<file path="config.mk">
export PLATFORM = sky130hd
export DESIGN_NAME = multicycle_control_fsm_flat
export DESIGN_NICKNAME = d
export VERILOG_FILES = /design/src/rtl/ctrl_pkg.sv /design/src/rtl/multicycle_control_fsm_if.sv /design/src/rtl/ctrl_output_decode.sv /design/src/rtl/multicycle_control_fsm.sv /design/src/flat_wrapper.sv
export SDC_FILE = /design/constraint.sdc
export NUM_CORES = 1
export LEC_CHECK = 0
export ABC_CLOCK_PERIOD_IN_PS = 2000
export CELL_PAD_IN_SITES_DETAIL_PLACEMENT = 0
export CELL_PAD_IN_SITES_GLOBAL_PLACEMENT = 2
export CORE_ASPECT_RATIO = 1.5
export CORE_UTILIZATION = 28
export DETAILED_ROUTE_END_ITERATION = 12
export PLACE_DENSITY = 0.81
export SLEW_MARGIN = 20
export SYNTH_ARGS = -nofsm -noshare
export SYNTH_HDL_FRONTEND = slang
export SYNTH_SLANG_ARGS = --single-unit
</file>
<file path="constraint.sdc">
create_clock -name CLK -period 2 [get_ports CLK]
set_input_delay 0.5 -clock CLK [delete_from_list [all_inputs] [get_ports CLK]]
set_output_delay 0.5 -clock CLK [all_outputs]
set_load 0.01 [all_outputs]
</file>
<file path="src/rtl/ctrl_pkg.sv">
// Shared types for the multicycle control FSM: state encoding, opcodes,
// datapath mux/ALU encodings and the per-cycle control vector.
package ctrl_pkg;

  typedef enum logic [3:0] {
    RESET, FETCH, DECODE, EXEC_R, EXEC_I, ALU_WB, MEM_ADDR,
    MEM_RD, MEM_WB, MEM_WR, BRANCH, JUMP, HALT, TRAP
  } state_t;

  localparam logic [3:0] OP_ADD  = 4'h0;
  localparam logic [3:0] OP_SUB  = 4'h1;
  localparam logic [3:0] OP_AND  = 4'h2;
  localparam logic [3:0] OP_OR   = 4'h3;
  localparam logic [3:0] OP_ADDI = 4'h4;
  localparam logic [3:0] OP_LW   = 4'h5;
  localparam logic [3:0] OP_SW   = 4'h6;
  localparam logic [3:0] OP_BEQ  = 4'h7;
  localparam logic [3:0] OP_BNE  = 4'h8;
  localparam logic [3:0] OP_JMP  = 4'h9;
  localparam logic [3:0] OP_HALT = 4'hF;

  typedef enum logic [1:0] {
    SRCB_REG = 2'd0, SRCB_CONST2 = 2'd1, SRCB_IMM = 2'd2, SRCB_IMM_SHL1 = 2'd3
  } alu_src_b_t;

  typedef enum logic [1:0] {
    ALU_ADD = 2'd0, ALU_SUB = 2'd1, ALU_AND = 2'd2, ALU_OR = 2'd3
  } alu_op_t;

  typedef enum logic [1:0] {
    PCSRC_ALU = 2'd0, PCSRC_ALUOUT = 2'd1, PCSRC_JUMP = 2'd2
  } pc_source_t;

  typedef struct packed {
    logic       pc_write;
    logic       pc_write_cond;
    logic       i_or_d;
    logic       mem_read;
    logic       mem_write;
    logic       ir_write;
    logic       reg_write;
    logic       mem_to_reg;
    logic       alu_src_a;
    alu_src_b_t alu_src_b;
    alu_op_t    alu_op;
    pc_source_t pc_source;
  } ctrl_vec_t;

endpackage

</file>
<file path="src/rtl/multicycle_control_fsm_if.sv">
// Datapath-facing bundle of the control FSM. slave = FSM side,
// master = datapath side. out_Trap exists only with ILLEGAL_OPCODE_TRAP_EN.
interface multicycle_control_fsm_if #(parameter int CNT_WIDTH = 16);
  logic [3:0]           in_Opcode;
  logic                 in_Zero;
  logic                 in_MemReady;
  logic                 out_PCWrite;
  logic                 out_PCWriteCond;
  logic                 out_IorD;
  logic                 out_MemRead;
  logic                 out_MemWrite;
  logic                 out_IRWrite;
  logic                 out_RegWrite;
  logic                 out_MemToReg;
  logic                 out_ALUSrcA;
  logic [1:0]           out_ALUSrcB;
  logic [1:0]           out_ALUOp;
  logic [1:0]           out_PCSource;
  logic                 out_Halted;
  logic                 out_MemFault;
  logic [CNT_WIDTH-1:0] out_InstCount;
`ifdef ILLEGAL_OPCODE_TRAP_EN
  logic                 out_Trap;
`endif

  modport slave (
    input  in_Opcode, in_Zero, in_MemReady,
    output out_PCWrite, out_PCWriteCond, out_IorD, out_MemRead, out_MemWrite,
           out_IRWrite, out_RegWrite, out_MemToReg, out_ALUSrcA, out_ALUSrcB,
           out_ALUOp, out_PCSource, out_Halted, out_MemFault, out_InstCount
`ifdef ILLEGAL_OPCODE_TRAP_EN
    , output out_Trap
`endif
  );

  modport master (
    output in_Opcode, in_Zero, in_MemReady,
    input  out_PCWrite, out_PCWriteCond, out_IorD, out_MemRead, out_MemWrite,
           out_IRWrite, out_RegWrite, out_MemToReg, out_ALUSrcA, out_ALUSrcB,
           out_ALUOp, out_PCSource, out_Halted, out_MemFault, out_InstCount
`ifdef ILLEGAL_OPCODE_TRAP_EN
    , input out_Trap
`endif
  );
endinterface

</file>
<file path="src/rtl/ctrl_output_decode.sv">
// State-to-control-vector map. FETCH qualifies its IR/PC load with the
// memory ready strobe; BRANCH qualifies the conditional PC load with the
// resolved branch condition. squash forces every control to 0.
module ctrl_output_decode
  import ctrl_pkg::*;
(
  input  state_t     state,
  input  logic       squash,
  input  logic       mem_ready,
  input  logic       branch_take,
  input  logic [1:0] opcode_lo,
  output ctrl_vec_t  ctrl
);

  // one control word per state
  always_comb begin
    ctrl = '0;
    if (!squash) begin
      case (state)
        FETCH: begin
          ctrl.mem_read  = 1'b1;
          ctrl.alu_src_b = SRCB_CONST2;
          ctrl.alu_op    = ALU_ADD;
          if (mem_ready) begin
            ctrl.ir_write  = 1'b1;
            ctrl.pc_write  = 1'b1;
            ctrl.pc_source = PCSRC_ALU;
          end
        end
        DECODE: ctrl.alu_src_b = SRCB_IMM_SHL1;
        EXEC_R: begin
          ctrl.alu_src_a = 1'b1;
          ctrl.alu_src_b = SRCB_REG;
          ctrl.alu_op    = alu_op_t'(opcode_lo);
        end
        EXEC_I, MEM_ADDR: begin
          ctrl.alu_src_a = 1'b1;
          ctrl.alu_src_b = SRCB_IMM;
        end
        ALU_WB: ctrl.reg_write = 1'b1;
        MEM_RD: begin
          ctrl.mem_read = 1'b1;
          ctrl.i_or_d   = 1'b1;
        end
        MEM_WB: begin
          ctrl.reg_write  = 1'b1;
          ctrl.mem_to_reg = 1'b1;
        end
        MEM_WR: begin
          ctrl.mem_write = 1'b1;
          ctrl.i_or_d    = 1'b1;
        end
        BRANCH: begin
          ctrl.alu_src_a     = 1'b1;
          ctrl.alu_src_b     = SRCB_REG;
          ctrl.alu_op        = ALU_SUB;
          ctrl.pc_source     = PCSRC_ALUOUT;
          ctrl.pc_write_cond = branch_take;
        end
        JUMP: begin
          ctrl.pc_write  = 1'b1;
          ctrl.pc_source = PCSRC_JUMP;
        end
        default: ;
      endcase
    end
  end

endmodule

</file>
<file path="src/rtl/multicycle_control_fsm.sv">
// Multicycle datapath control FSM with memory-ready timeout and retired
// instruction counter. Optional: ILLEGAL_OPCODE_TRAP_EN parks opcodes A-E
// in TRAP (out_Trap sticky until RST); otherwise they retire as NOPs.
//
// state    | meaning
// RESET    | post-reset idle cycle, controls 0
// FETCH    | read instruction, load IR/PC on ready
// DECODE   | dispatch, precompute branch target
// EXEC_R   | register-register ALU op
// EXEC_I   | register-immediate add
// ALU_WB   | write ALUOut to register file
// MEM_ADDR | compute load/store address
// MEM_RD   | memory read, wait for ready
// MEM_WB   | write MDR to register file
// MEM_WR   | memory write, wait for ready
// BRANCH   | compare, conditional PC load
// JUMP     | unconditional PC load from jump target
// HALT     | parked (HALT opcode or memory timeout)
// TRAP     | parked on illegal opcode
module multicycle_control_fsm
  import ctrl_pkg::*;
#(
  parameter int WAIT_LIMIT = 16,
  parameter int CNT_WIDTH  = 16
) (
  input logic                   CLK,
  input logic                   RST,
  multicycle_control_fsm_if.slave bus
);

  localparam logic [7:0] WAIT_LAST = 8'(WAIT_LIMIT - 1);

  state_t               state;
  logic [7:0]           wait_cnt;
  logic [CNT_WIDTH-1:0] inst_cnt;
  logic                 mem_fault;
  logic                 is_bne;
  logic                 mem_wait_state;
  logic                 wait_expired;
  logic                 branch_take;
  ctrl_vec_t            ctrl;

  assign mem_wait_state = (state == FETCH) || (state == MEM_RD) || (state == MEM_WR);
  // a ready strobe in the last allowed cycle still completes the access
  assign wait_expired   = mem_wait_state && !bus.in_MemReady && (wait_cnt == WAIT_LAST);
  assign branch_take    = is_bne ? !bus.in_Zero : bus.in_Zero;

  // next state, wait counter, retired-instruction counter, fault flag
  always_ff @(posedge CLK) begin
    if (RST) begin
      state     <= RESET;
      wait_cnt  <= '0;
      inst_cnt  <= '0;
      mem_fault <= 1'b0;
      is_bne    <= 1'b0;
    end else begin
      if (mem_wait_state && !bus.in_MemReady && !wait_expired)
        wait_cnt <= wait_cnt + 8'd1;
      else
        wait_cnt <= '0;

      if (wait_expired) begin
        mem_fault <= 1'b1;
        state     <= HALT;
      end else begin
        case (state)
          RESET: state <= FETCH;
          FETCH: if (bus.in_MemReady) begin
            inst_cnt <= inst_cnt + 1'b1;
            state    <= DECODE;
          end
          DECODE: begin
            is_bne <= (bus.in_Opcode == OP_BNE);
            case (bus.in_Opcode)
              OP_ADD, OP_SUB, OP_AND, OP_OR: state <= EXEC_R;
              OP_ADDI:                       state <= EXEC_I;
              OP_LW, OP_SW:                  state <= MEM_ADDR;
              OP_BEQ, OP_BNE:                state <= BRANCH;
              OP_JMP:                        state <= JUMP;
              OP_HALT:                       state <= HALT;
`ifdef ILLEGAL_OPCODE_TRAP_EN
              default:                       state <= TRAP;
`else
              default:                       state <= FETCH;
`endif
            endcase
          end
          EXEC_R, EXEC_I: state <= ALU_WB;
          MEM_ADDR: state <= (bus.in_Opcode == OP_LW) ? MEM_RD : MEM_WR;
          MEM_RD:   if (bus.in_MemReady) state <= MEM_WB;
          MEM_WR:   if (bus.in_MemReady) state <= FETCH;
          ALU_WB, MEM_WB, BRANCH, JUMP: state <= FETCH;
          HALT:     state <= HALT;
          TRAP:     state <= TRAP;
          default:  state <= RESET;
        endcase
      end
    end
  end

  ctrl_output_decode u_decode (
    .state       (state),
    .squash      (RST),
    .mem_ready   (bus.in_MemReady),
    .branch_take (branch_take),
    .opcode_lo   (bus.in_Opcode[1:0]),
    .ctrl        (ctrl)
  );

  assign bus.out_PCWrite     = ctrl.pc_write;
  assign bus.out_PCWriteCond = ctrl.pc_write_cond;
  assign bus.out_IorD        = ctrl.i_or_d;
  assign bus.out_MemRead     = ctrl.mem_read;
  assign bus.out_MemWrite    = ctrl.mem_write;
  assign bus.out_IRWrite     = ctrl.ir_write;
  assign bus.out_RegWrite    = ctrl.reg_write;
  assign bus.out_MemToReg    = ctrl.mem_to_reg;
  assign bus.out_ALUSrcA     = ctrl.alu_src_a;
  assign bus.out_ALUSrcB     = ctrl.alu_src_b;
  assign bus.out_ALUOp       = ctrl.alu_op;
  assign bus.out_PCSource    = ctrl.pc_source;
  assign bus.out_Halted      = !RST && ((state == HALT) || (state == TRAP));
  assign bus.out_MemFault    = mem_fault;
  assign bus.out_InstCount   = inst_cnt;
`ifdef ILLEGAL_OPCODE_TRAP_EN
  assign bus.out_Trap        = !RST && (state == TRAP);
`endif

endmodule

</file>
<file path="src/flat_wrapper.sv">
// flat-port wrapper written by rule: the top's interface ports become plain ports
module multicycle_control_fsm_flat import ctrl_pkg::*;
#(
  parameter int WAIT_LIMIT = 16,
  parameter int CNT_WIDTH  = 16
)
  (CLK, RST, bus_in_Opcode, bus_in_Zero, bus_in_MemReady, bus_out_PCWrite, bus_out_PCWriteCond, bus_out_IorD, bus_out_MemRead, bus_out_MemWrite, bus_out_IRWrite, bus_out_RegWrite, bus_out_MemToReg, bus_out_ALUSrcA, bus_out_ALUSrcB, bus_out_ALUOp, bus_out_PCSource, bus_out_Halted, bus_out_MemFault, bus_out_InstCount);
  multicycle_control_fsm_if #(.CNT_WIDTH(CNT_WIDTH)) bus_i ();
  input logic CLK;
  input logic RST;
  input wire logic [$bits(bus_i.in_Opcode)-1:0] bus_in_Opcode;
  input wire logic [$bits(bus_i.in_Zero)-1:0] bus_in_Zero;
  input wire logic [$bits(bus_i.in_MemReady)-1:0] bus_in_MemReady;
  output wire logic [$bits(bus_i.out_PCWrite)-1:0] bus_out_PCWrite;
  output wire logic [$bits(bus_i.out_PCWriteCond)-1:0] bus_out_PCWriteCond;
  output wire logic [$bits(bus_i.out_IorD)-1:0] bus_out_IorD;
  output wire logic [$bits(bus_i.out_MemRead)-1:0] bus_out_MemRead;
  output wire logic [$bits(bus_i.out_MemWrite)-1:0] bus_out_MemWrite;
  output wire logic [$bits(bus_i.out_IRWrite)-1:0] bus_out_IRWrite;
  output wire logic [$bits(bus_i.out_RegWrite)-1:0] bus_out_RegWrite;
  output wire logic [$bits(bus_i.out_MemToReg)-1:0] bus_out_MemToReg;
  output wire logic [$bits(bus_i.out_ALUSrcA)-1:0] bus_out_ALUSrcA;
  output wire logic [$bits(bus_i.out_ALUSrcB)-1:0] bus_out_ALUSrcB;
  output wire logic [$bits(bus_i.out_ALUOp)-1:0] bus_out_ALUOp;
  output wire logic [$bits(bus_i.out_PCSource)-1:0] bus_out_PCSource;
  output wire logic [$bits(bus_i.out_Halted)-1:0] bus_out_Halted;
  output wire logic [$bits(bus_i.out_MemFault)-1:0] bus_out_MemFault;
  output wire logic [$bits(bus_i.out_InstCount)-1:0] bus_out_InstCount;
  assign bus_i.in_Opcode = bus_in_Opcode;
  assign bus_i.in_Zero = bus_in_Zero;
  assign bus_i.in_MemReady = bus_in_MemReady;
  assign bus_out_PCWrite = bus_i.out_PCWrite;
  assign bus_out_PCWriteCond = bus_i.out_PCWriteCond;
  assign bus_out_IorD = bus_i.out_IorD;
  assign bus_out_MemRead = bus_i.out_MemRead;
  assign bus_out_MemWrite = bus_i.out_MemWrite;
  assign bus_out_IRWrite = bus_i.out_IRWrite;
  assign bus_out_RegWrite = bus_i.out_RegWrite;
  assign bus_out_MemToReg = bus_i.out_MemToReg;
  assign bus_out_ALUSrcA = bus_i.out_ALUSrcA;
  assign bus_out_ALUSrcB = bus_i.out_ALUSrcB;
  assign bus_out_ALUOp = bus_i.out_ALUOp;
  assign bus_out_PCSource = bus_i.out_PCSource;
  assign bus_out_Halted = bus_i.out_Halted;
  assign bus_out_MemFault = bus_i.out_MemFault;
  assign bus_out_InstCount = bus_i.out_InstCount;
  multicycle_control_fsm #(.WAIT_LIMIT(WAIT_LIMIT), .CNT_WIDTH(CNT_WIDTH)) u_core (.CLK(CLK), .RST(RST), .bus(bus_i));
endmodule
</file>
==> results of run 1 <==
metal layers:
layer  part of all wire  wire [um]
met5                  0          0
met3              0.032        157
met4              0.025        120
met2               0.53       2580
met1               0.41       1990
stage by stage:
step / utilization / power (mW)
after floorplan: - / 0.813
after global placement: 0.429 / 1.02
after detailed placement: 0.429 / 1.02
after CTS: 0.444 / 1.49
after global routing: 0.442 / 1.55
final: 0.442 / 1.47
repair_timing:
item / in CTS / in global routing
gates cloned: 0 / 0
gates resized for setup: 67 / 9
endpoints found under the setup margin: 16 / 9
pin swaps: 0 / 1
hold endpoints to repair: 0 / 0
buffers inserted: 0 / 2
worst register-to-register path, cell delays in order, from the launching register on:
cell	delay, ns
dfxtp_4	0.36
buf_4	0.14
nor4b_4	0.29
buf_4	0.20
nand4_2	0.19
or4_1	0.44
a21oi_1	0.15
cell families after synthesis:
kind of cell    count (synthesis)  share of synthesized area
simple gates                  105                      0.348
xor+xnor                       13                     0.0657
flops                          30                      0.347
mux                             2                     0.0116
fa+ha+maj                       2                     0.0144
buf+inv                        17                     0.0375
compound gates                 49                      0.176
worst max path at each step:
stage	from	end	slack [ns]	cells past startpoint
final	u_core.state[2]	bus_out_PCWrite	0.04	5
after global routing	u_core.state[2]	bus_out_PCWrite	-0.01	5
after CTS	u_core.state[3]	bus_out_IRWrite	0.0007	5
after detailed placement	RST	bus_out_PCWrite	-0.51	5
after global placement	RST	bus_out_PCWrite	-0.51	5
after floorplan	u_core.state[0]	bus_out_MemRead	0.17	4
layout make-up:
class	instances	area, sq um	area share
multi-input combinational	171	1090	0.421
timing repair buffer	87	711	0.274
sequential	30	612	0.236
tap	72	90.1	0.0347
clock buffer	5	68.8	0.0265
inverter	3	11.3	0.00434
clock inverter	2	10.0	0.00386
report_power, final:
| part | switching, mW | internal [mW] |
|---|---|---|
| Combinational | 0.171 | 0.201 |
| Sequential | 0.0235 | 0.613 |
| Clock | 0.224 | 0.233 |
| Total | 0.418 | 1.05 |
sequential cells by signal, indices dropped and copies added (netlist names):
name,flops
u_core.bus.out_InstCount,16
u_core.is_bne,1
u_core.state,4
u_core.wait_cnt,8
u_core.bus.out_MemFault,1
cell usage after synthesis, types with 3 or more instances:
cell / number / area (sq um)
dfxtp_1: 30 / 601
nor2_1: 27 / 101
a21oi_1: 18 / 90.1
nand2_1: 15 / 56.3
clkbuf_1: 12 / 45.0
o21ai_0: 10 / 50.1
nand3_1: 8 / 40.0
nor3_1: 8 / 40.0
or3_1: 8 / 50.1
xnor2_1: 7 / 61.3
xor2_1: 6 / 52.6
nand2b_1: 5 / 31.3
and3_1: 4 / 25.0
nand4_1: 4 / 25.0
or4_1: 4 / 30.0
a211oi_1: 3 / 22.5
inv_1: 3 / 11.3
nand3b_1: 3 / 22.5
nor4_1: 3 / 18.8
o31ai_1: 3 / 22.5
==> results.py, run 1 <==
metrics = {
    "outcome": {
        "status": "completed",
    },
    "finish": {
        "syn_to_final_growth_pct": 49.8,
        "final_cells": 370,
        "final_cell_mix": "buf_4, dfxtp_1, nor2_1",
        "final_net_count": 308,
        "fillers": 630,
        "insertedDiodeCount": 0,
        "layout_commonest_cell": "buf_4",
        "drive_gt1_frac": 0.282,
        "final_area_sq_um": 2600,
    },
    "sta": {
        "period_share": 0.980,
        "maxSlewViolCount": 0,
        "fin_crit_ns": 1.96,
        "finClkSkew_ns": 0.00434,
        "worst_slew_pin_slew_ns": 0.469,
        "hold_ws_ns": 0.451,
        "max_freq_mhz": 510,
        "setup_slack_ns": 0.0401,
        "max-slew-margin-rel": 0.683,
        "tns_ns": 0,
        "setup_viol": 0,
        "rsz0062_at_grt": "true",
        "final_hold_viol_count": 0,
    },
    "clock_network": {
        "cts_root_buf": "clkbuf_8",
        "hold_buffers": 0,
        "cts_buffers": 5,
        "cts_max_level": 2,
        "cts_max_path_buffers": 2,
        "clkTransAtPathRegs_ns": 0.06,
        "cts_tree": "built",
        "clock_sinks": 30,
        "clock_latency_ns": 0.28,
    },
    "setup_path": {
        "r2r_cells": 6,
        "critPathLaunchType": "register",
        "rr_startpoint": "u_core.state[2]",
        "worstSetupPathType": "register to output port",
        "max_stage_delay_ns": 0.36,
        "crit_arrival_ns": 1.46,
        "crit_slowest_cell": "dfxtp_4",
        "reg2reg_to": "u_core.bus.out_InstCount[14]",
        "worst_setup_path_end_kind": "output port",
        "cp.required_ns": 1.50,
        "crit_family": "simple AND/OR/NAND/NOR gates",
        "rrSetupSlack_ns": 0.16,
        "worst-path-buf-inv": 2,
        "worstPathCellList": "buf_4 -> nor4b_4 -> nand2_2 -> o22ai_1 -> buf_2",
        "crit_path_max_fanout": 7,
    },
    "global_routing": {
        "grt_max_degree": 13,
        "grt_util_met1": 0.174,
        "grt_pass1_vias": 1764,
        "grt_pass1_wl_um": 8110,
        "grt_use_met2": 0.287,
        "grt_usage": 0.159,
        "top_usage_layer": "met2",
        "grt_overflow": 0,
        "antenna_found_initial": 0,
        "met3_usage": 0.0280,
    },
    "synthesis": {
        "synth-main-ff-cell": "dfxtp_1",
        "synth_area_sq_um": 1730,
        "ys_seq_area_frac": 0.347,
        "ys_types": 48,
        "synth-warning-count": 0,
        "synth.net_count": 228,
        "synth_cells": 218,
        "ys_seq_elements": 30,
        "synth_edf_count": 0,
        "syn_area_per_cell_sq_um": 7.95,
        "async_reset_ff_frac": 0,
    },
    "die": {
        "core_area_sq_um": 5870,
        "die_area_sq_um": 6510,
        "dieHeight_um": 98.4,
        "initial_utilization": 0.295,
        "die_w_um": 66.2,
        "num_rows": 34,
        "ios": 41,
    },
    "route": {
        "antenna_left": 0,
        "routed_via_density": 4.98,
        "drt-wirelength-per-cell_um": 13.1,
        "routed_wl_um": 4850,
        "drtIter0Drc": 49,
        "drc": 0,
        "vias": 1841,
        "dr.pass1.iters": 4,
    },
    "hold_path": {
        "worstHoldEndpoint": "u_core.wait_cnt[0]",
        "hold_path_depth": 1,
        "min_from": "u_core.wait_cnt[0]",
        "hp-class": "register to register",
    },
    "placement": {
        "place_congestion": 0.813,
        "io_buffers": 40,
        "dp_slack_ns": -0.508,
        "place_area_sq_um": 2520,
        "dp_cells": 361,
        "place_hpwl_um": 3740,
    },
    "power": {
        "peakVddDrop_v": 0.000211,
        "p_leak_nw": 0.986,
        "p_per_area_nw_per_um2": 565,
    },
    "job": {
        "cap_violations": 0,
    },
}
(Power assumes the default switching activity.)
==> run 2, diff against run 1 <==
--- a/config.mk
+++ b/config.mk
@@ -11,7 +11,7 @@
 export CORE_ASPECT_RATIO = 1.5
 export CORE_UTILIZATION = 28
 export DETAILED_ROUTE_END_ITERATION = 12
-export PLACE_DENSITY = 0.81
+export PLACE_DENSITY = 0.86
 export SLEW_MARGIN = 20
 export SYNTH_ARGS = -nofsm -noshare
 export SYNTH_HDL_FRONTEND = slang
==> run 2 against run 1 <==
Global-route usage fell by 0.086 points. Total power rose by 3.8%. Wire length fell by 2.2%. Critical endpoint is now bus_out_IorD. Register-to-register slack improved by 0.05 ns. Sequential cell count did not move. Sequential power rose by 0.9%.
==> results.py, run 2 (synthesis results as in run 1) <==
metrics = {
    "sta": {
        "period_share": 0.965,
        "maxSlewViolCount": 0,
        "max_freq_mhz": 518,
        "worst_slew_pin_slew_ns": 0.327,
        "setup_viol": 0,
        "rsz0062_at_grt": "true",
        "final_hold_viol_count": 0,
        "fin_crit_ns": 1.93,
        "max-slew-margin-rel": 0.782,
        "finClkSkew_ns": 0.00404,
    },
    "die": {
        "ios": 41,
        "die_w_um": 66.2,
        "num_rows": 34,
        "initial_utilization": 0.295,
        "core_area_sq_um": 5870,
        "dieHeight_um": 98.4,
        "die_area_sq_um": 6510,
    },
    "clock_network": {
        "cts_buffers": 5,
        "cts_max_path_buffers": 2,
        "hold_buffers": 0,
        "cts_tree": "built",
        "cts_root_buf": "clkbuf_8",
        "clkTransAtPathRegs_ns": 0.07,
        "cts_max_level": 2,
        "clock_sinks": 30,
        "clock_latency_ns": 0.29,
    },
    "placement": {
        "dp_cells": 353,
        "place_congestion": 0.768,
        "io_buffers": 40,
        "place_hpwl_um": 3560,
    },
    "finish": {
        "final_net_count": 302,
        "largest_register_ffs": 16,
        "layout_commonest_cell": "buf_4",
        "insertedDiodeCount": 0,
        "final_cell_mix": "buf_4, nor2_1, dfxtp_1",
        "final_cells": 365,
        "syn_to_final_growth_pct": 50.8,
        "drive_gt1_frac": 0.263,
    },
    "power": {
        "totalPowerFinal_mw": 1.52,
        "switching_share": 0.289,
        "p_int_mw": 1.08,
        "sequentialPowerShare": 0.422,
        "p_leak_nw": 0.968,
        "clkPwrFrac": 0.342,
        "p_comb_frac": 0.236,
        "p_per_area_nw_per_um2": 582,
        "power.switching_mw": 0.440,
        "peakVddDrop_v": 0.000236,
    },
    "setup_path": {
        "max_stage_delay_ns": 0.38,
        "worstSetupPathType": "register to output port",
        "rrSetupSlack_ns": 0.21,
        "cp.required_ns": 1.50,
        "worstPathCellList": "buf_4 -> nand3b_1 -> a21oi_1 -> clkdlybuf4s15_1",
        "crit_path_max_fanout": 11,
        "critPathLaunchType": "register",
        "crit_slowest_cell": "dfxtp_4",
        "crit_arrival_ns": 1.43,
        "worst_setup_path_end_kind": "output port",
    },
    "route": {
        "drtIter0Drc": 57,
        "drc": 0,
        "routed_via_density": 5.03,
        "antenna_left": 0,
        "routed_wl_um": 4740,
        "vias": 1836,
        "dr.pass1.iters": 4,
        "drt-wirelength-per-cell_um": 13.0,
    },
    "global_routing": {
        "grt_pass1_vias": 1734,
        "antenna_found_initial": 0,
        "grt_usage": 0.158,
        "grt_max_degree": 13,
        "grt_pass1_wl_um": 7970,
        "grt_overflow": 0,
    },
    "job": {
        "cap_violations": 0,
    },
    "outcome": {
        "status": "completed",
    },
    "hold_path": {
        "hp-class": "register to register",
    },
}
## run 2: path summary, 6_finish.rpt
| check | from | end | cells after the start |
|---|---|---|---|
| setup / recovery | u_core.state[3] | bus_out_IorD | 4 |
| hold reg to reg | u_core.wait_cnt[0] | u_core.wait_cnt[0] | 1 |
| hold / removal | u_core.wait_cnt[0] | u_core.wait_cnt[0] | 1 |
| setup reg to reg | u_core.state[2] | u_core.bus.out_InstCount[14] | 6 |
## run 2: area by class of cell
class / instances / area, sq um
sequential: 30 / 616
tap: 72 / 90.1
inverter: 3 / 11.3
clock inverter: 2 / 12.5
fill: 643 / 3260
multi-input combinational: 171 / 1130
timing repair buffer: 81 / 672
clock buffer: 6 / 82.6
## run 2: power by group through the flow
stage / combinational [mW] / sequential (mW) / clock, mW
5_1_grt: 0.393 / 0.646 / 0.567
4_1_cts: 0.342 / 0.644 / 0.536
3_3_place_gp: 0.334 / 0.655 / 0
3_5_place_dp: 0.336 / 0.655 / 0
6_report: 0.359 / 0.643 / 0.520
2_1_floorplan: 0.173 / 0.639 / 0
## run 2: worst max-delay path, delay by kind of cell (launching register included)
family | cells | cell delay (ns)
and+or+nand+nor | 1 | 0.18
DFF | 1 | 0.38
AOI/OAI and AO/OA | 1 | 0.15
buffers and inverters | 2 | 0.45
## run 2: through the flow
stage                     utilization  setup slack, ns  setup TNS (ns)  cell area (sq um)  hold WS (ns)
after floorplan                     -            0.174               0               1730         0.418
after global placement          0.417           -0.604           -8.62               2450         0.431
after detailed placement        0.417           -0.611           -8.62               2450         0.438
after CTS                       0.439          0.00181               0               2580         0.454
after global routing            0.445         -0.00976        -0.00976               2610         0.479
final                           0.445           0.0709               0               2610         0.450
## run 2: per-layer routing
layer | track usage | share of wire | vias to the layer above
met5 | 0 | 0 | -
met4 | 0.0687 | 0.019 | 0
met3 | 0.0304 | 0.036 | 7
met2 | 0.283 | 0.52 | 33
met1 | 0.176 | 0.42 | 852
li1 | - | - | 944
## run 2: what timing repair did
action,in CTS,in global routing
resized for setup,47,19
setup endpoints to repair,16,14
pin swaps,1,3
setup buffers,1,3
==> run 3, diff against run 2 <==
==> constraint.sdc (replaced) <==
create_clock -name CLK -period 2 [get_ports CLK]
set_input_delay 0.3 -clock CLK [delete_from_list [all_inputs] [get_ports CLK]]
set_output_delay 0.3 -clock CLK [all_outputs]
set_load 0.01 [all_outputs]
==> run 3 against run 2 <==
Clock skew is essentially flat. Sequential cell count is the same. Hold slack is essentially flat. Sequential power shrank 0.6%. Global-route usage shrank 0.77 points. Clock power shrank 2%. Critical path type unchanged. Largest cell class unchanged.
==> results.py, run 3 (synthesis results as in run 1) <==
metrics = {
    "outcome": {
        "status": "completed",
    },
    "sta": {
        "fin_crit_ns": 1.94,
        "finClkSkew_ns": 0.00436,
        "period_share": 0.969,
        "setup_viol": 0,
        "maxSlewViolCount": 0,
        "worst_slew_pin_slew_ns": 0.426,
        "tns_ns": 0,
        "max-slew-margin-rel": 0.712,
        "final_hold_viol_count": 0,
        "rsz0062_at_grt": "false",
        "max_freq_mhz": 516,
    },
    "clock_network": {
        "clock_latency_ns": 0.28,
        "cts_root_buf": "clkbuf_8",
        "cts_buffers": 5,
        "clkTransAtPathRegs_ns": 0.07,
        "cts_max_path_buffers": 2,
        "hold_buffers": 0,
        "cts_max_level": 2,
        "clock_sinks": 30,
        "cts_tree": "built",
    },
    "placement": {
        "dp_cells": 342,
        "place_area_sq_um": 2360,
        "place_congestion": 0.778,
        "place_hpwl_um": 3370,
        "io_buffers": 40,
    },
    "die": {
        "die_w_um": 66.2,
        "die_area_sq_um": 6510,
        "dieHeight_um": 98.4,
        "ios": 41,
        "num_rows": 34,
        "core_area_sq_um": 5870,
        "initial_utilization": 0.295,
    },
    "setup_path": {
        "worstSetupPathType": "register to output port",
        "critPathLaunchType": "register",
        "crit_slowest_cell": "clkdlybuf4s50_1",
        "worst_setup_path_end_kind": "output port",
        "crit_family": "buffers and inverters",
        "cp.depth": 3,
        "crit_path_start": "u_core.state[2]",
        "max_stage_delay_ns": 0.54,
        "rr_startpoint": "u_core.state[1]",
        "r2r_cells": 6,
        "rrSetupSlack_ns": 0.13,
        "worstPathCellList": "or2_1 -> nor2_1 -> clkdlybuf4s50_1",
        "worst-path-buf-inv": 1,
        "cp.required_ns": 1.70,
        "crit_path_max_fanout": 11,
        "critPathCapture": "bus_out_MemWrite",
        "reg2reg_to": "u_core.bus.out_InstCount[15]",
        "crit_arrival_ns": 1.64,
    },
    "finish": {
        "fillers": 641,
        "final_cells": 353,
        "final_area_sq_um": 2510,
        "insertedDiodeCount": 0,
        "drive_gt1_frac": 0.181,
        "largest_register_ffs": 16,
        "final_net_count": 290,
        "syn_to_final_growth_pct": 44.8,
        "layout_commonest_cell": "buf_4",
        "final_cell_mix": "buf_4, dfxtp_1, nor2_1, clkdlybuf4s50_1, a21oi_1",
    },
    "global_routing": {
        "antenna_found_initial": 0,
        "grt_max_degree": 13,
        "grt_pass1_wl_um": 7530,
        "grt_usage": 0.151,
        "grt_overflow": 0,
        "grt_pass1_vias": 1681,
    },
    "power": {
        "p_per_area_nw_per_um2": 587,
        "p_leak_nw": 0.967,
        "peakVddDrop_v": 0.000232,
    },
    "route": {
        "dr.pass1.iters": 4,
        "routed_via_density": 5.14,
        "vias": 1816,
        "drtIter0Drc": 61,
        "drc": 0,
        "antenna_left": 0,
        "routed_wl_um": 4560,
        "drt-wirelength-per-cell_um": 12.9,
    },
    "job": {
        "cap_violations": 0,
    },
    "hold_path": {
        "hp-class": "register to register",
    },
}
## run 3: cell types whose count changed in the layout (fill, tap and decap cells not counted), sizes merged
cell	change
clkdlybuf4s50	+2
dlygate4sd2	+10
clkbuf	-4
buf	-15
clkdlybuf4s15	-7
dlymetal6s2s	+2
## run 3: layout make-up
cell class	instances	area (sq um)	area share
Sequential cell	30	616	0.245
Clock buffer	6	82.6	0.0329
Multi-Input combinational cell	171	1090	0.433
Timing Repair Buffer	69	611	0.243
Tap cell	72	90.1	0.0359
Clock inverter	2	12.5	0.00499
Inverter	3	11.3	0.00449
## run 3: what timing repair did
item                       CTS  global route
setup endpoints to repair   16             2
gates resized for setup     26             5
setup buffers                0             3
## run 3: worst reg2reg max path, stage by stage, from the launching register on
cell,delay [ns]
dfxtp_4,0.36
buf_4,0.14
nor4b_4,0.30
buf_4,0.20
nand4_4,0.15
or4_1,0.50
a21oi_1,0.15
## run 3: stage by stage
step	utilization	hold slack [ns]	setup WS (ns)	power, mW
finish	0.428	0.450	0.0627	1.47
global placement	0.403	0.430	-0.175	0.959
global route	0.428	0.471	0.000604	1.55
detailed placement	0.403	0.436	-0.231	0.959
CTS	0.421	0.453	-0.0343	1.48
floorplan	-	0.418	0.365	0.813
## run 3: how the worst min path moves through the flow
stage | from | end | slack (ns) | depth (start not counted)
finish | u_core.wait_cnt[0] | u_core.wait_cnt[0] | 0.45 | 1
global route | u_core.wait_cnt[0] | u_core.wait_cnt[0] | 0.47 | 1
CTS | u_core.wait_cnt[0] | u_core.wait_cnt[0] | 0.45 | 1
detailed placement | u_core.wait_cnt[0] | u_core.wait_cnt[0] | 0.44 | 1
global placement | u_core.wait_cnt[0] | u_core.wait_cnt[0] | 0.43 | 1
floorplan | u_core.wait_cnt[0] | u_core.wait_cnt[0] | 0.42 | 1
## run 3: per-layer routing
layer / vias up / GRT usage / wire, um
met4: 0 / 0.0835 / 184
met3: 14 / 0.0350 / 178
li1: 917 / - / -
met2: 47 / 0.265 / 2300
met1: 838 / 0.160 / 1900
met5: - / 0 / 0
## run 3: report_power, final
part           internal (mW)  leakage [nW]  switching (mW)
Sequential             0.612         0.245          0.0265
Clock                  0.276        0.0472           0.236
Combinational          0.166         0.674           0.156
